**src/rtl/rr_pkg.sv**
```systemverilog
// ---------------------------------------------------------------------------
// rr_pkg
// Shared definitions for the register-rename (RR) stage.
//   RR_C_NUM  : number of RAT checkpoint slots (power of two, >= 2)
//   RR_CID_W  : checkpoint ID width
//   RR_CNT_W  : occupancy counter width (must be able to hold RR_C_NUM)
//   predictor_update_t : back-end branch resolution record; the rename
//                        wrapper maps valid_jump/rat_id onto the checkpoint
//                        controller's resolve ports.
// ---------------------------------------------------------------------------
package rr_pkg;

  localparam int RR_C_NUM = 4;
  localparam int RR_CID_W = $clog2(RR_C_NUM);
  localparam int RR_CNT_W = $clog2(RR_C_NUM + 1);

  // A correctly predicted branch resolving, tagged with its RAT checkpoint
  typedef struct packed {
    logic                valid_jump;
    logic [RR_CID_W-1:0] rat_id;
  } predictor_update_t;

endpackage

```
**src/rtl/rat_ckpt_age_mask.sv**
```systemverilog
// ---------------------------------------------------------------------------
// rat_ckpt_age_mask
// Combinational age comparator for the circular checkpoint queue.
// Marks every slot that is at the same age as id_i or younger, bounded by
// the allocation pointer.
//   head_i : oldest live slot
//   tail_i : next slot to be allocated
//   id_i   : reference checkpoint ID
//   mask_o : bit i set when slot i lies in [id_i, tail_i) in queue order
// When head_i == tail_i the queue is either full or empty. Because callers
// always combine the mask with per-slot valid bits, treating that case as
// "full" is safe.
// ---------------------------------------------------------------------------
module rat_ckpt_age_mask
  import rr_pkg::*;
#(
  parameter int C_NUM = RR_C_NUM,
  parameter int CID_W = $clog2(C_NUM)
) (
  input  logic [CID_W-1:0] head_i,
  input  logic [CID_W-1:0] tail_i,
  input  logic [CID_W-1:0] id_i,
  output logic [C_NUM-1:0] mask_o
);

  logic [CID_W-1:0] id_off;
  logic [CID_W-1:0] tail_off;
  logic [CID_W-1:0] slot_off;

  // Compare distances from the head instead of raw IDs. This keeps the
  // ordering correct across the wrap point of the ring.
  always_comb begin
    id_off   = id_i - head_i;
    tail_off = tail_i - head_i;
    slot_off = '0;
    mask_o   = '0;
    for (int i = 0; i < C_NUM; i++) begin
      slot_off  = CID_W'(i) - head_i;
      mask_o[i] = (slot_off >= id_off) &&
                  ((slot_off < tail_off) || (tail_off == '0));
    end
  end

endmodule

```
**src/rtl/rat_checkpoint_ctrl.sv**
```systemverilog
// ---------------------------------------------------------------------------
// rat_checkpoint_ctrl
// Hands out RAT checkpoint IDs to renamed branches, at most two per cycle.
// The slots form a circular queue. A slot retires in order from the head
// once its branch has resolved correctly. A mispredict flush restores the
// named snapshot and drops it together with every younger slot.
//
// Ports
//   clk, rst               : clock, async active-high reset
//   alloc_req_1_i/_2_i     : rename port 1/2 carries a branch
//   alloc_en_i             : rename handshake fires this cycle
//   alloc_ready_o          : enough free slots for the current request
//   alloc_id_1_o/_2_o      : checkpoint IDs offered to port 1/2
//   resolve_valid_i/id_i   : branch resolved correctly, frees its slot
//   flush_valid_i/rat_id_i : mispredict, restore this checkpoint
//   restore_valid_o/id_o   : one-cycle registered restore command to RAT
//   free_cnt_o             : free slot count
// ---------------------------------------------------------------------------
module rat_checkpoint_ctrl
  import rr_pkg::*;
#(
  parameter int C_NUM = RR_C_NUM,
  parameter int CID_W = $clog2(C_NUM),
  parameter int CNT_W = $clog2(C_NUM + 1)
) (
  input  logic             clk,
  input  logic             rst,
  input  logic             alloc_req_1_i,
  input  logic             alloc_req_2_i,
  input  logic             alloc_en_i,
  output logic             alloc_ready_o,
  output logic [CID_W-1:0] alloc_id_1_o,
  output logic [CID_W-1:0] alloc_id_2_o,
  input  logic             resolve_valid_i,
  input  logic [CID_W-1:0] resolve_id_i,
  input  logic             flush_valid_i,
  input  logic [CID_W-1:0] flush_rat_id_i,
  output logic             restore_valid_o,
  output logic [CID_W-1:0] restore_id_o,
  output logic [CNT_W-1:0] free_cnt_o
);

  logic [CID_W-1:0] head_q, head_d;
  logic [CID_W-1:0] tail_q, tail_d;
  logic [CNT_W-1:0] cnt_q, cnt_d;
  logic [C_NUM-1:0] valid_q, valid_d;
  logic [C_NUM-1:0] resolved_q, resolved_d;
  logic             restore_valid_q, restore_valid_d;
  logic [CID_W-1:0] restore_id_q, restore_id_d;

  logic [1:0]       req_n;
  logic [CNT_W-1:0] free_slots;
  logic             alloc_fire;
  logic             flush_hit;
  logic             retire;
  logic             resolve_hit;
  logic [C_NUM-1:0] flush_mask;

  // Slots at or younger than the flush target. The same mask invalidates
  // them and filters out a resolve that targets a slot being discarded.
  rat_ckpt_age_mask #(
    .C_NUM (C_NUM),
    .CID_W (CID_W)
  ) u_age_mask (
    .head_i (head_q),
    .tail_i (tail_q),
    .id_i   (flush_rat_id_i),
    .mask_o (flush_mask)
  );

  // Allocation is decided combinationally from registered occupancy. A slot
  // retiring this cycle cannot be reused until the next cycle.
  assign req_n         = {1'b0, alloc_req_1_i} + {1'b0, alloc_req_2_i};
  assign free_slots    = CNT_W'(C_NUM) - cnt_q;
  assign alloc_ready_o = !flush_valid_i && (free_slots >= CNT_W'(req_n));
  assign alloc_id_1_o  = tail_q;
  assign alloc_id_2_o  = alloc_req_1_i ? (tail_q + CID_W'(1)) : tail_q;
  assign alloc_fire    = alloc_en_i && alloc_ready_o && (req_n != 2'd0);

  // A flush only counts when it names a live checkpoint.
  assign flush_hit = flush_valid_i && valid_q[flush_rat_id_i];

  // The head is never the flushed slot when it retires alongside a flush,
  // so it is strictly older and retires normally.
  assign retire = (cnt_q != '0) && valid_q[head_q] && resolved_q[head_q] &&
                  !(flush_hit && (head_q == flush_rat_id_i));

  assign resolve_hit = resolve_valid_i && valid_q[resolve_id_i] &&
                       !(flush_hit && flush_mask[resolve_id_i]);

  assign restore_valid_o = restore_valid_q;
  assign restore_id_o    = restore_id_q;
  assign free_cnt_o      = free_slots;

  // Next-state logic. Updates are applied in this order: resolve, retire,
  // then either flush or allocate. The flush recomputes occupancy from the
  // post-retire head, so a same-cycle retire is already reflected.
  always_comb begin
    head_d          = head_q;
    tail_d          = tail_q;
    cnt_d           = cnt_q;
    valid_d         = valid_q;
    resolved_d      = resolved_q;
    restore_valid_d = flush_hit;
    restore_id_d    = flush_hit ? flush_rat_id_i : restore_id_q;

    if (resolve_hit) begin
      resolved_d[resolve_id_i] = 1'b1;
    end

    if (retire) begin
      valid_d[head_q]    = 1'b0;
      resolved_d[head_q] = 1'b0;
      head_d             = head_q + CID_W'(1);
    end

    if (flush_hit) begin
      valid_d    = valid_d & ~flush_mask;
      resolved_d = resolved_d & ~flush_mask;
      tail_d     = flush_rat_id_i;
      cnt_d      = CNT_W'(CID_W'(flush_rat_id_i - head_d));
    end else begin
      if (alloc_fire) begin
        if (alloc_req_1_i) begin
          valid_d[alloc_id_1_o]    = 1'b1;
          resolved_d[alloc_id_1_o] = 1'b0;
        end
        if (alloc_req_2_i) begin
          valid_d[alloc_id_2_o]    = 1'b1;
          resolved_d[alloc_id_2_o] = 1'b0;
        end
        tail_d = tail_q + CID_W'(req_n);
      end
      cnt_d = cnt_q + (alloc_fire ? CNT_W'(req_n) : '0)
                    - (retire ? CNT_W'(1) : '0);
    end
  end

  // State registers. Reset drops any restore that is still pending.
  always_ff @(posedge clk or posedge rst) begin
    if (rst) begin
      head_q          <= '0;
      tail_q          <= '0;
      cnt_q           <= '0;
      valid_q         <= '0;
      resolved_q      <= '0;
      restore_valid_q <= 1'b0;
      restore_id_q    <= '0;
    end else begin
      head_q          <= head_d;
      tail_q          <= tail_d;
      cnt_q           <= cnt_d;
      valid_q         <= valid_d;
      resolved_q      <= resolved_d;
      restore_valid_q <= restore_valid_d;
      restore_id_q    <= restore_id_d;
    end
  end

endmodule

```
**config.mk**
```make
export PLATFORM = sky130hd
export DESIGN_NAME = rat_checkpoint_ctrl
export DESIGN_NICKNAME = d
export VERILOG_FILES = /design/src/rtl/rr_pkg.sv /design/src/rtl/rat_ckpt_age_mask.sv /design/src/rtl/rat_checkpoint_ctrl.sv
export SDC_FILE = /design/constraint.sdc
export NUM_CORES = 1
export LEC_CHECK = 0
export ABC_AREA = 1
export BUFFER_PORTS_ARGS = -buffer_cell sky130_fd_sc_hd__buf_4
export CAP_MARGIN = 25
export CORE_MARGIN = 2
export CORE_UTILIZATION = 58
export DETAILED_ROUTE_END_ITERATION = 8
export GPL_ROUTABILITY_DRIVEN = 1
export PLACE_DENSITY = 0.8
export SYNTH_ARGS = -nofsm -noshare
export SYNTH_HDL_FRONTEND = slang
export SYNTH_SLANG_ARGS = --single-unit
```
**constraint.sdc**
```tcl
create_clock -name clk -period 3.56 [get_ports clk]
set_input_delay 0.178 -clock clk [delete_from_list [all_inputs] [get_ports clk]]
set_output_delay 0.178 -clock clk [all_outputs]
set_load 0.05 [all_outputs]
```
# [Word-level counts from Yosys, hierarchy flattened]
# Cells that the tools add are included.
[word_totals] register_bits=18 input_bits=11
[op_classes] add_sub_neg=14 order_cmp=18 eq_ne=1 mux=40 bitwise=13 n_reduce_logical=30
[ops] cell="4-bit 2-to-1 mux" count=15
[ops] cell="4-bit AND" count=6
[ops] cell="1-bit logical AND" count=19
[ops] cell="4-bit inverter" count=4
[ops] cell="2-bit by 3-bit less-than comparator with 1-bit output (second input constant)" count=5
[ops] cell="4-bit OR" count=3
[ops] cell="1-bit binary-select mux with 2-bit select" count=5
[ops] cell="1-bit 2-to-1 mux" count=10
[ops] cell="2-bit 2-to-1 mux" count=5
[ops] cell="1-bit demux with 2-bit select" count=4
[ops] cell="2-bit by 1-bit greater-or-equal comparator with 1-bit output (second input constant)" count=4
[ops] cell="2-bit greater-or-equal comparator" count=4
[ops] cell="2-bit less-than comparator" count=4
[ops] cell="2-bit subtractor" count=3
[ops] cell="2-bit by 1-bit adder with 2-bit output (second input constant)" count=2
[ops] cell="1-bit logical OR" count=4
[ops] cell="2-bit nonzero test" count=2
[ops] cell="1-bit by 2-bit subtractor with 2-bit output (first input constant)" count=2
[ops] cell="2-bit subtractor (first input constant)" count=2
[ops] cell="3-bit by 2-bit adder with 3-bit output" count=1
[ops] cell="3-bit by 2-bit greater-or-equal comparator with 1-bit output" count=1
[ops] cell="1-bit zero test" count=3
[ops] cell="3-bit 2-to-1 mux" count=1
[ops] cell="3-bit nonzero test" count=1
[ops] cell="6 further kinds" count=6

# [Longest topological paths before layout]
# Gate-level depths: netlist of the first run.
[depth] word_depth=20 depth_mapped=19 depth_no_buf=18

# [Cells and area by module]
# Synthesis of the first run repeated with hierarchy kept, for this count alone.
[hier_totals] hier_cells=278 area_unflattened_um2=1951.9
[modules_own_cells] mod="rat_checkpoint_ctrl" instances=1 cells_per_inst=198 area_each_um2=1501.4 seq_area_each_um2=450.4
[modules_own_cells] mod="rat_ckpt_age_mask" instances=1 cells_per_inst=80 area_each_um2=450.4 seq_area_each_um2=0.0

# [Worst setup path before layout of the first run]
# Ideal clock, no wire load.
[synth_path] path_type="flip-flop to flip-flop" start="register cnt_q[0]" end="register cnt_q[2]" t_arrival_ps=3475 required_time_ps=3434 slack_ps=-42 stages_incl_launch_ff=18 path_buffers=0 synth_period_minus_slack_ps=3602 cell_sequence="dfrtp_1 -> inv_1 -> ha_1 -> ha_1 -> o21ai_0 -> nand2_1 -> nand2_1 -> inv_1 -> nand2_1 -> nor2_1 -> nand2_1 -> ha_1 -> inv_1 -> ha_1 -> fa_1 -> xnor2_1 -> xor2_1 -> nor2_1"
[synth_via] elab_chain_cells=9 elab_cells_between_ends=14 classes_between="3 x add/sub; 1 x order compare; 3 x mux; 7 x reduce/logical"
[synth_lines] element="from (decl)" line_no="rat_checkpoint_ctrl.sv:45" rtl="logic [CNT_W-1:0] cnt_q, cnt_d;"
[synth_lines] element="from (signal assigned)" line_no="rat_checkpoint_ctrl.sv:152" rtl="cnt_q <= cnt_d;"
[synth_lines] element="3-bit subtractor" line_no="rat_checkpoint_ctrl.sv:74" rtl="assign free_slots = CNT_W'(C_NUM) - cnt_q;"
[synth_lines] element="named net free_cnt_o[1]" line_no="rat_checkpoint_ctrl.sv:40" rtl="output logic [CNT_W-1:0] free_cnt_o"
[synth_lines] element="3-bit by 2-bit greater-or-equal comparator with 1-bit output" line_no="rat_checkpoint_ctrl.sv:75" rtl="assign alloc_ready_o = !flush_valid_i && (free_slots >= CNT_W'(req_n));"
[synth_lines] element="1-bit logical AND" line_no="rat_checkpoint_ctrl.sv:75"
[synth_lines] element="named net alloc_ready_o" line_no="rat_checkpoint_ctrl.sv:31" rtl="output logic alloc_ready_o,"
[synth_lines] element="1-bit logical AND (2 in a row)" line_no="rat_checkpoint_ctrl.sv:78" rtl="assign alloc_fire = alloc_en_i && alloc_ready_o && (req_n != 2'd0);"
[synth_lines] element="2-bit 2-to-1 mux" line_no="rat_checkpoint_ctrl.sv:134" rtl="cnt_d = cnt_q + (alloc_fire ? CNT_W'(req_n) : '0)"
[synth_lines] element="3-bit by 2-bit adder with 3-bit output" line_no="rat_checkpoint_ctrl.sv:134"
[synth_lines] element="3-bit by 1-bit subtractor with 3-bit output" line_no="rat_checkpoint_ctrl.sv:135" rtl="- (retire ? CNT_W'(1) : '0);"
[synth_lines] element="3-bit 2-to-1 mux" line_no="rat_checkpoint_ctrl.sv:117" rtl="if (flush_hit) begin"
[synth_lines] element="named net cnt_d[2]" line_no="rat_checkpoint_ctrl.sv:45"
# The timed path passes the listed nets, and every way through them passes these cells.
# A chain may end at the register's enable or synchronous reset.

# [Final worst setup path of the first run]
[layout_path] start="register cnt_q[0]" end="register cnt_q[2]"
[layout_via] elab_chain_cells=9 elab_cells_between_ends=14 classes_between="3 x add/sub; 1 x order compare; 3 x mux; 7 x reduce/logical"
[layout_lines] element="3-bit subtractor" line_no="rat_checkpoint_ctrl.sv:74"
[layout_lines] element="3-bit by 2-bit greater-or-equal comparator with 1-bit output" line_no="rat_checkpoint_ctrl.sv:75"
[layout_lines] element="1-bit logical AND" line_no="rat_checkpoint_ctrl.sv:75"
[layout_lines] element="1-bit logical AND (2 in a row)" line_no="rat_checkpoint_ctrl.sv:78"
[layout_lines] element="2-bit 2-to-1 mux" line_no="rat_checkpoint_ctrl.sv:134"
[layout_lines] element="3-bit by 2-bit adder with 3-bit output" line_no="rat_checkpoint_ctrl.sv:134"
[layout_lines] element="3-bit by 1-bit subtractor with 3-bit output (*)" line_no="rat_checkpoint_ctrl.sv:135"
[layout_lines] element="3-bit 2-to-1 mux (*)" line_no="rat_checkpoint_ctrl.sv:117"
[layout_lines] element="named net cnt_d[2]" line_no="rat_checkpoint_ctrl.sv:45"
# Mark *: on every way through the listed nets, which the timed path passes. The rest lies on a longest branch.

==> results.tsv, run 1 <==
metric	value	unit
Setup CP Type	reg2reg	
Max-cap violations	0	
Starting DRT DRC Count	107	
post-synthesis cell area	1820	um2
Worst-Margin Slew	691	ps
Layout area overhead	13.8	%
Synth Warn #	0	
critical path launch point type	flip-flop	
CTS tree	done	
synth cell count leaders	81 x nand2_1, 39 x inv_1, 27 x ha_1	
Root Buffer	clkbuf_4	
final slew viol count	0	
initial antenna violation count	0	
die area	3600	um2
most frequent cell after synthesis	nand2_1	
Final #Nets	325	
RR Startpoint	cnt_q[0]$_DFF_PP0_	
# IOs	22	
CTS Sinks	18	
Sequential Power Share	18.9	%
r2r setup slk	530	ps
Die Width	60.0	um
# H-tree levels	1	
HPWL Detailed	3380	um
initial core utilization	60.0	%
clock buffer depth	2	
Final Util	68.3	%
Tot Pwr	2090	uW
WHS Endpoint	restore_id_o[1]$_DFFE_PP0P_	
setup TNS	0	ps
setup bufs post-CTS	0	
Critical Path RT	3750	ps
worst r2r dst	cnt_q[2]$_DFF_PP0_	
EDFF count, synth	0	
vias per cell	5.08	
Min-Delay Startpoint	flush_rat_id_i[1]	
Synth top area share	24.8	%
CTS buffer count	3	
P_sw	1180	uW
crit-path leading delay family	adder cells	
Routed WL	4110	um
Clk pin slew, worst setup/hold paths	110	ps
final period utilization	85.2	%
critical path's largest stage delay	380	ps
Yosys cell types	29	
crit path max fanout	3	
Residual DRC	0	
fraction of registers with async set/reset	100	%
share of power burned in combinational logic	74.8	%
f_max	330	MHz
Primary FF master, synth	dfrtp_1	
Leak Pwr	0.00115	uW
syn_area_per_cell	6.99	um2
Hold WC Path Type	in2reg	
Internal	908	uW
Clock power frac	6.3	%
status	complete, no violations	
largest net degree at the start of global routing	19	
Final setup viols	0	
DIE HEIGHT	60.0	um
crit path cell chain	inv_1 -> ha_1 -> ha_1 -> o21ai_0 -> nand2_1 -> nand2_1 -> clkinvlp_4 -> nand2_1 -> nor2_1 -> nand2_1 -> ha_1 -> inv_1 -> ha_1 -> fa_1 -> xnor2_1 -> xor2_1 -> nor2_1	
gpl congestion	0.854	
sequential-to-total area share from yosys stat	24.8	%
Final Hold Violating Endpoints	0	
Slew HR	53.9	%
Slowest cell on crit path	dfrtp_1	
DRT Pass-1 Iters	5	
Total GRT Usage	25.4	%
DRT antenna net count	0	
Critical Path End Type	flip-flop	
clock skew	1.20	ps
Hold Crit Depth	3	
post-synth top area cell	dfrtp_1	
clk_lat worst skew	300	ps
worst path arrival time	3220	ps
Inserted Diodes	0	
FP Rows	20	
I/O Buffers	21	
Switching Share	56.5	%
Reg2Reg Depth	17	
Core Region	3030	um2
#FFs+latches synth	18	
first-pass GRT wire length	6790	um
post-DR wirelength/cell	12.5	um
Tmin final	3030	ps
total grt overflow	0	
largest cells by area after synthesis	dfrtp_1 25%, ha_1 19%, nand2_1 17%, inv_1 8.1%, nand3_1 6.1%	
vias in the first global route	1543	
vias	1671	
PD cells	1010	nW/um2
maximum VDD drop	0.680	mV
Mapped Nets	299	
cells after synthesis	260	
layout cells sized above 1	16.5	%
RSZ-0062 raised after global routing	false	
worst path buffer plus inverter count	3	
-- worst max path at each step --
stage,startpoint,end,slack [ps],depth (start not counted)
floorplan,cnt_q[0]$_DFF_PP0_,cnt_q[2]$_DFF_PP0_,80,17
CTS,cnt_q[0]$_DFF_PP0_,cnt_q[2]$_DFF_PP0_,530,17
global placement,cnt_q[0]$_DFF_PP0_,cnt_q[2]$_DFF_PP0_,640,17
global route,cnt_q[0]$_DFF_PP0_,cnt_q[2]$_DFF_PP0_,240,17
finish,cnt_q[0]$_DFF_PP0_,cnt_q[2]$_DFF_PP0_,530,17
detailed placement,cnt_q[0]$_DFF_PP0_,cnt_q[2]$_DFF_PP0_,560,17
-- cell usage in the layout, fill, tap and decap left out, drive strengths merged, types with 3 or more instances in the layout --
| master | count |
|---|---|
| nand2 | 86 |
| inv | 43 |
| ha | 27 |
| nand3 | 24 |
| buf | 23 |
| dfrtp | 18 |
| o21ai | 15 |
| nor2 | 13 |
| a21oi | 9 |
| xor2 | 4 |
| clkbuf | 4 |
| o211ai | 3 |
| xnor2 | 3 |
-- state kept, by name (all words and copies together) (netlist names) --
| signal | flops |
|---|---|
| alloc_id_1_o | 2 |
| cnt_q | 3 |
| head_q | 2 |
| resolved_q | 4 |
| restore_id_o | 2 |
| restore_valid_o | 1 |
| valid_q | 4 |
-- power by group through the flow --
stage	clock network, uW	registers [uW]	logic (uW)
3_5_place_dp	0	398	1560
3_3_place_gp	0	396	1520
2_1_floorplan	0	446	1140
4_1_cts	132	393	1560
5_1_grt	143	411	1750
6_report	131	396	1560
-- worst register-to-register path, stage by stage, from the launching register on --
cell and delay [ps]:
dfrtp_1 380, inv_1 80, ha_1 320, ha_1 280, o21ai_0 70, nand2_1 60, nand2_1 80, clkinvlp_4 80
nand2_1 50, nor2_1 160, nand2_1 80, ha_1 270, inv_1 40, ha_1 190, fa_1 380, xnor2_1 190
xor2_1 160, nor2_1 60
-- cell type report --
class	count	area (um2)
Multi-Input combinational cell	194	1170
Fill cell	283	958
Sequential cell	18	450
Timing Repair Buffer	24	183
Inverter	45	178
Tap cell	44	55.1
Clock buffer	4	36.3
-- layer usage --
layer / up-vias / wire length [um] / share of wire, % / global-route usage, %
li1: 868 / - / - / -
met1: 739 / 1870 / 46 / 32.6
met2: 58 / 1900 / 46 / 42.9
met3: 6 / 267 / 6.5 / 4.76
met4: 0 / 69 / 1.7 / 8.25
met5: - / 0 / 0 / 0
-- stage by stage --
stage	worst slack, ps	hold slack (ps)	instance area [um2]	std cells
floorplan	80.8	117	1820	260
global placement	637	328	2020	324
detailed placement	564	332	2020	324
CTS	531	173	2070	329
global route	235	198	2070	329
finish	527	168	2070	329
-- kinds of logic (layout without fill, tap and decap cells) --
family | count (synthesis) | in the layout | synth area share (%)
flip-flops | 18 | 18 | 24.8
AO/OA/AOI/OAI | 32 | 32 | 11.1
XOR/XNOR | 7 | 7 | 3.37
buffers and inverters | 48 | 73 | 11.0
adder cells (fa/ha/maj) | 28 | 28 | 19.7
AND/OR/NAND/NOR | 127 | 127 | 30.1
-- timing repair --
| action | in CTS | in global routing |
|---|---|---|
| resized for setup | 0 | 0 |
| endpoints found under the hold margin | 7 | 0 |
| hold buffers | 1 | 0 |
Power figures use the tool's default switching activity.
==> run 2: changes to the inputs <==
ABC_AREA = default   (was 1)
==> run 2 against run 1 <==
- the flow now finishes with violations (hold timing)
- wire length is 9.4% lower
- final cell count is 27% lower
- maximum frequency is 7.9% lower
- global-route usage is 1.1 points lower
- critical path type unchanged
- critical endpoint is now cnt_q[1]$_DFF_PP0_
- largest power group unchanged
==> results.tsv, run 2 <==
metric	value	unit	change
Primary FF master, synth	dfrtp_1		unchanged
r2r setup slk	270	ps	was 530 ps
failing checks	hold timing		
Final setup viols	0		unchanged
first-pass GRT wire length	6340	um	was 6790 um
Regs by FF count	resolved_q (4), valid_q (4), cnt_q (3)		unchanged
CTS buffer count	3		unchanged
Layout area overhead	10.8	%	was 13.8%
Critical Path RT	3770	ps	was 3750 ps
post-synth top area cell	dfrtp_1		unchanged
setup TNS	0	ps	unchanged
final period utilization	92.5	%	was 85.2%
DRT Pass-1 Iters	4		was 5
share of power burned in combinational logic	72.1	%	was 74.8%
critical path launch point type	flip-flop		unchanged
worst hold margin	-29.8	ps	was 168 ps
CP most frequent cell	ha_1		
Residual DRC	0		unchanged
Setup WS pre-CTS	260	ps	was 564 ps
worst path buffer plus inverter count	2		was 3
Core Region	2810	um2	was 3030 um2
area post-placement	1910	um2	was 2020 um2
vias	1414		was 1671
initial antenna violation count	0		unchanged
CTS tree	done		unchanged
clk_lat worst skew	290	ps	was 300 ps
PnR worst setup slack	268	ps	was 527 ps
worst path arrival time	3500	ps	was 3220 ps
Total GRT Usage	24.3	%	was 25.4%
f_max	304	MHz	was 330 MHz
post-synthesis cell area	1760	um2	was 1820 um2
maximum VDD drop	0.505	mV	was 0.680 mV
gpl congestion	0.868		was 0.854
I/O Buffers	21		unchanged
Synth Warn #	0		unchanged
RSZ-0062 raised after global routing	false		unchanged
layout cells sized above 1	17.8	%	was 16.5%
Critical Path End Type	flip-flop		unchanged
CTS Sinks	18		unchanged
Clk pin slew, worst setup/hold paths	100	ps	was 110 ps
Post-CTS Resized	0		unchanged
fraction of registers with async set/reset	100	%	unchanged
setup bufs post-CTS	0		unchanged
Worst-Margin Slew	759	ps	was 691 ps
# IOs	22		unchanged
Root Buffer	clkbuf_4		unchanged
hold_buf cts	0		was 1
post-DR wirelength/cell	15.6	um	was 12.5 um
Hold WC Path Type	in2async		was in2reg
Inserted Diodes	0		unchanged
Clock power frac	6.3	%	about the same
total grt overflow	0		unchanged
Leak Pwr	0.000949	uW	was 0.00115 uW
Final #Nets	248		was 325
Mapped Nets	229		was 299
most frequent cells in the layout	27 x ha_1, 22 x buf_4, 20 x inv_1, 20 x nand2_1, 18 x dfrtp_1		was 81 x nand2_1, 38 x inv_1, 27 x ha_1
Setup CP Type	reg2reg		unchanged
multi-input logic area	1180	um2	was 1170 um2
P_sw	1040	uW	was 1180 uW
Starting DRT DRC Count	66		was 107
DIE HEIGHT	59.0	um	was 60.0 um
Max-cap violations	0		unchanged
final std cells w/o fill	239		was 329
EDFF count, synth	0		unchanged
crit path cell chain	inv_1 -> ha_1 -> ha_1 -> a211oi_1 -> nor3_1 -> nand2_1 -> ha_1 -> inv_1 -> ha_1 -> fa_1 -> nor2_1 -> nor4_2		was inv_1 -> ha_1 -> ha_1 -> o21ai_0 -> nand2_1 -> nand2_1 -> clkinvlp_4 -> nand2_1 -> nor2_1 -> nand2_1 -> ha_1 -> inv_1 -> ha_1 -> fa_1 -> xnor2_1 -> xor2_1 -> nor2_1
# H-tree levels	1		unchanged
fillers	222		was 283
most frequent cell after synthesis	ha_1		was nand2_1
sequential-to-total area share from yosys stat	25.6	%	was 24.8%
Reg area	450	um2	unchanged
clock buffer depth	2		unchanged
DRT antenna net count	0		unchanged
largest net degree at the start of global routing	19		unchanged
critical path's largest stage delay	640	ps	was 380 ps
die area	3490	um2	was 3600 um2
Internal	936	uW	was 908 uW
Switching Share	52.6	%	was 56.5%
post-route cell area	1950	um2	was 2070 um2
Final Hold Violating Endpoints	18		was 0
crit path max fanout	7		was 3
PD cells	1010	nW/um2	about the same
crit-path leading delay family	adder cells		unchanged
Placed Cells	235		was 324
Synth top area share	25.6	%	was 24.8%
#FFs+latches synth	18		unchanged
Tmin final	3290	ps	was 3030 ps
synth cell count leaders	27 x ha_1, 20 x inv_1, 20 x nand2_1		was 81 x nand2_1, 39 x inv_1, 27 x ha_1
vias per cell	5.92		was 5.08
Sequential Power Share	21.5	%	was 18.9%
FP Rows	19		was 20
Die Width	59.0	um	was 60.0 um
syn_area_per_cell	9.25	um2	was 6.99 um2
clock skew	3.76	ps	was 1.20 ps
largest cells by area after synthesis	dfrtp_1 26%, ha_1 19%, inv_1 4.3%, nand2_1 4.3%, xor2_1 3.5%		was dfrtp_1 25%, ha_1 19%, nand2_1 17%, inv_1 8.1%, nand3_1 6.1%
Slowest cell on crit path	nor3_1		was dfrtp_1
Yosys cell types	47		was 29
cells after synthesis	190		was 260
final slew viol count	0		unchanged
HPWL Detailed	3030	um	was 3380 um
Routed WL	3730	um	was 4110 um
vias in the first global route	1393		was 1543
commonest non-fill, non-tap cell in the layout	ha_1		was nand2_1
status	finished, violations left		was complete, no violations
Slew HR	49.0	%	was 53.9%
initial core utilization	62.6	%	was 60.0%
==> run 2: cell count changes after synthesis, sizes merged, moves of 4 or more <==
cell   change
nand2     -66
inv       -24
nand3     -17
o21ai      -8
nor2       -6
mux2i      +4
nor2b      +4
==> run 2: layout make-up <==
class / instances / share of cell area [%]
Clock buffer: 4 / 1.86
Multi-Input combinational cell: 144 / 60.7
Tap cell: 31 / 1.99
Inverter: 20 / 3.86
Timing Repair Buffer: 22 / 8.48
Sequential cell: 18 / 23.1
==> run 2: path summary, 6_finish.rpt <==
kind                                                   from                          end  cells after the start
worst min-delay path                                    rst           cnt_q[0]$_DFF_PP0_                      2
worst min register to register  restore_id_o[0]$_DFFE_PP0P_  restore_id_o[0]$_DFFE_PP0P_                      2
min in group clk                          flush_rat_id_i[1]  restore_id_o[1]$_DFFE_PP0P_                      2
worst max register to register           cnt_q[0]$_DFF_PP0_           cnt_q[1]$_DFF_PP0_                     12
max in group asynchronous                               rst         valid_q[0]$_DFF_PP0_                      2
worst max-delay path                     cnt_q[0]$_DFF_PP0_           cnt_q[1]$_DFF_PP0_                     12
==> run 2: kinds of logic after synthesis <==
kind of cell    share of synthesized area [%]
mux                                      5.91
xor+xnor                                 6.77
buf+inv                                  7.12
flops                                    25.6
compound gates                           20.1
fa+ha+maj                                20.4
simple gates                             14.1
==> run 2: metrics by stage <==
step	power [uW]	util (%)	hold WS, ps
5_1_grt	2160	69.4	32.0
6_report	1970	69.4	-29.8
3_3_place_gp	1780	68.1	321
2_1_floorplan	1530	-	117
4_1_cts	1980	69.4	1.05
3_5_place_dp	1850	68.1	322
==> run 2: per-layer routing <==
| layer | up-vias | part of all wire [%] | track usage, % | wire, um |
|---|---|---|---|---|
| met3 | 5 | 2.7 | 1.97 | 99 |
| met5 | - | 0 | 0 | 0 |
| met4 | 0 | 1.2 | 7.14 | 44 |
| met2 | 31 | 51 | 43.7 | 1900 |
| li1 | 705 | - | - | - |
| met1 | 673 | 45 | 31.1 | 1680 |
==> run 2: power groups by stage <==
stage / logic [uW] / registers, uW / clock network, uW
after detailed placement: 1420 / 428 / 0
final: 1420 / 425 / 125
after CTS: 1430 / 424 / 126
after floorplan: 1070 / 461 / 0
after global placement: 1360 / 419 / 0
after global routing: 1580 / 443 / 135
==> run 3: changes to the inputs <==
CORE_UTILIZATION = 59   (was 58)
GPL_TIMING_DRIVEN = 0   (was default)
PLACE_DENSITY = 0.81   (was 0.8)
SYNTH_HIERARCHICAL = 1   (was default)
==> run 3 against run 2 <==
- the run now ends clean
- utilization grew 1.9 points
- die area grew 3.1%
- setup slack lost 130 ps
- synthesized cell count grew 6.8%
- sequential share of layout area shrank 2.0 points
- critical path depth is the same
- clock-buffer cell count is the same
- clock skew shrank 1.3 ps
- non-clock buffer count grew 13
- synthesized area grew 5.1%
- highest routed layer unchanged
==> results.tsv, run 3 <==
metric	value	unit	change
status	complete, no violations		was finished, violations left
f_max	292	MHz	was 304 MHz
DIE HEIGHT	59.9	um	was 59.0 um
crit path max fanout	9		was 7
synth cell count leaders	29 x ha_1, 22 x inv_1, 18 x dfrtp_1		was 27 x ha_1, 20 x inv_1, 20 x nand2_1
vias per cell	5.86		was 5.92
Slowest cell on crit path	dfrtp_1		was nor3_1
die area	3590	um2	was 3490 um2
most frequent cells in the layout	29 x ha_1, 27 x buf_4, 22 x inv_1		was 27 x ha_1, 22 x buf_4, 20 x inv_1, 20 x nand2_1, 18 x dfrtp_1
Hold WC Path Type	in2reg		was in2async
Mapped Nets	244		was 229
Final #Nets	276		was 248
final std cells w/o fill	267		was 239
total grt overflow	0		unchanged
Die Width	59.9	um	was 59.0 um
initial antenna violation count	0		unchanged
final period utilization	96.2	%	was 92.5%
crit path cell chain	ha_1 -> xnor2_4 -> xnor2_1 -> ha_1 -> nor2_1 -> nor2_1 -> o21ai_0 -> a211oi_1 -> mux4_2 -> a21oi_1 -> a31oi_1 -> a2111oi_2		was inv_1 -> ha_1 -> ha_1 -> a211oi_1 -> nor3_1 -> nand2_1 -> ha_1 -> inv_1 -> ha_1 -> fa_1 -> nor2_1 -> nor4_2
worst path arrival time	3620	ps	was 3500 ps
r2r setup slk	140	ps	was 270 ps
Critical Path RT	3760	ps	was 3770 ps
Synth top area share	24.4	%	was 25.6%
syn_area_per_cell	9.09	um2	was 9.25 um2
Final Hold Violating Endpoints	0		was 18
EDFF count, synth	0		unchanged
Root Buffer	clkbuf_4		unchanged
Clk pin slew, worst setup/hold paths	110	ps	was 100 ps
Layout area overhead	16.0	%	was 10.8%
Slew HR	54.4	%	was 49.0%
I/O Buffers	21		unchanged
Tmin final	3420	ps	was 3290 ps
first-pass GRT wire length	6470	um	was 6340 um
sequential-to-total area share from yosys stat	24.4	%	was 25.6%
clock buffer depth	2		unchanged
cells after synthesis	203		was 190
Primary FF master, synth	dfrtp_1		unchanged
Regs by FF count	resolved_q (4), valid_q (4), cnt_q (3)		unchanged
layout cells sized above 1	22.2	%	was 17.8%
Residual DRC	0		unchanged
CTS buffer count	3		unchanged
vias in the first global route	1454		was 1393
gpl congestion	0.848		was 0.868
Worst-Margin Slew	683	ps	was 759 ps
HPWL Detailed	3030	um	about the same
FP Rows	20		was 19
Max-cap violations	0		unchanged
vias	1565		was 1414
CTS tree	done		unchanged
largest cells by area after synthesis	dfrtp_1 24%, ha_1 20%, inv_1 4.5%, a21oi_1 4.1%, mux4_2 3.7%		was dfrtp_1 26%, ha_1 19%, inv_1 4.3%, nand2_1 4.3%, xor2_1 3.5%
worst path buffer plus inverter count	0		was 2
largest net degree at the start of global routing	19		unchanged
Final setup viols	0		unchanged
clk_lat worst skew	300	ps	was 290 ps
# H-tree levels	1		unchanged
Starting DRT DRC Count	61		was 66
# IOs	22		unchanged
post-synth top area cell	dfrtp_1		unchanged
Placed Cells	257		was 235
initial core utilization	61.5	%	was 62.6%
Yosys cell types	50		was 47
final slew viol count	0		unchanged
post-synthesis cell area	1850	um2	was 1760 um2
Core Region	3000	um2	was 2810 um2
fraction of registers with async set/reset	100	%	unchanged
critical path launch point type	flip-flop		unchanged
post-DR wirelength/cell	14.9	um	was 15.6 um
DRT antenna net count	0		unchanged
Inserted Diodes	0		unchanged
CTS Sinks	18		unchanged
Setup CP Type	reg2reg		unchanged
crit-path leading delay family	compound AO/OA/AOI/OAI gates		was adder cells
Critical Path End Type	flip-flop		unchanged
DRT Pass-1 Iters	4		unchanged
Total GRT Usage	24.0	%	was 24.3%
Routed WL	3970	um	was 3730 um
critical path's largest stage delay	540	ps	was 640 ps
Synth Warn #	6		was 0
clock skew	2.47	ps	was 3.76 ps
commonest non-fill, non-tap cell in the layout	ha_1		unchanged
most frequent cell after synthesis	ha_1		unchanged
fillers	234		was 222
#FFs+latches synth	18		unchanged
-- run 3: cell count changes after synthesis, moves of 3 or more --
cell	before	now
a21oi_1	6	15
nand3_1	7	1
nor3_1	2	7
buf_2	0	4
a2111oi_0	3	0
a21boi_0	4	1
clkbuf_1	4	1
nand2_1	20	17
nor2_1	7	10
nor3b_1	0	3
-- run 3: stage by stage --
step / instance area (um2) / setup TNS, ps / util (%) / setup slack (ps) / hold WS [ps]
3_5_place_dp: 2040 / 0 / 68.1 / 56.6 / 330
3_3_place_gp: 2040 / 0 / 68.1 / 131 / 325
2_1_floorplan: 1850 / 0 / - / 115 / 117
5_1_grt: 2140 / -35.0 / 71.3 / -33.8 / 270
6_report: 2140 / 0 / 71.3 / 137 / 221
4_1_cts: 2090 / 0 / 69.6 / 22.6 / 222
-- run 3: layout make-up --
type / count / area (um2) / share of cell area [%]
Tap cell: 33 / 41.3 / 1.93
Multi-Input combinational cell: 153 / 1270 / 59.3
Buffer: 8 / 46.3 / 2.16
Sequential cell: 18 / 452 / 21.1
Timing Repair Buffer: 27 / 205 / 9.59
Clock buffer: 4 / 36.3 / 1.69
Inverter: 24 / 90.1 / 4.21
-- run 3: routing by layer --
layer / GRT usage, % / routed length, um
met1: 31.9 / 1750
met2: 40.4 / 1930
met3: 4.11 / 232
met4: 6.03 / 61
met5: 0 / 0
-- run 3: kinds of logic after synthesis --
logic type / share of synthesized area, %
multiplexers: 6.98
flip-flops: 24.4
XOR/XNOR: 7.46
adder cells (fa/ha/maj): 20.7
AO/OA/AOI/OAI: 20.3
buffers and inverters: 7.39
AND/OR/NAND/NOR: 12.7
-- run 3: final timing paths --
path                                             start                     endpoint  cells after the start
setup / recovery                   head_q[0]$_DFF_PP0_      resolved_q[3]$_DFF_PP0_                     12
hold / removal                         resolve_id_i[0]      resolved_q[1]$_DFF_PP0_                      3
setup reg to reg                   head_q[0]$_DFF_PP0_      resolved_q[3]$_DFF_PP0_                     12
hold reg to reg            restore_id_o[1]$_DFFE_PP0P_  restore_id_o[1]$_DFFE_PP0P_                      1
max in group asynchronous                          rst  alloc_id_1_o[0]$_DFFE_PP0P_                      3
min in group asynchronous                          rst          head_q[0]$_DFF_PP0_                      3
-- run 3: timing repair --
action | CTS | global route
resized for setup | 0 | 2
buffers inserted | 0 | 5
endpoints found under the setup margin | 0 | 4
endpoints found under the hold margin | 16 | 0
hold buffers | 1 | 0
-- run 3: worst min-delay path, delay by kind of cell --
kind | cells | cell delay [ps]
buffers and inverters | 1 | 140
AOI/OAI and AO/OA | 1 | 120
and+or+nand+nor | 1 | 60
Power of run 3 is not shown: default switching activity piles up to over one toggle a cycle in this logic, so the estimate is an artifact.
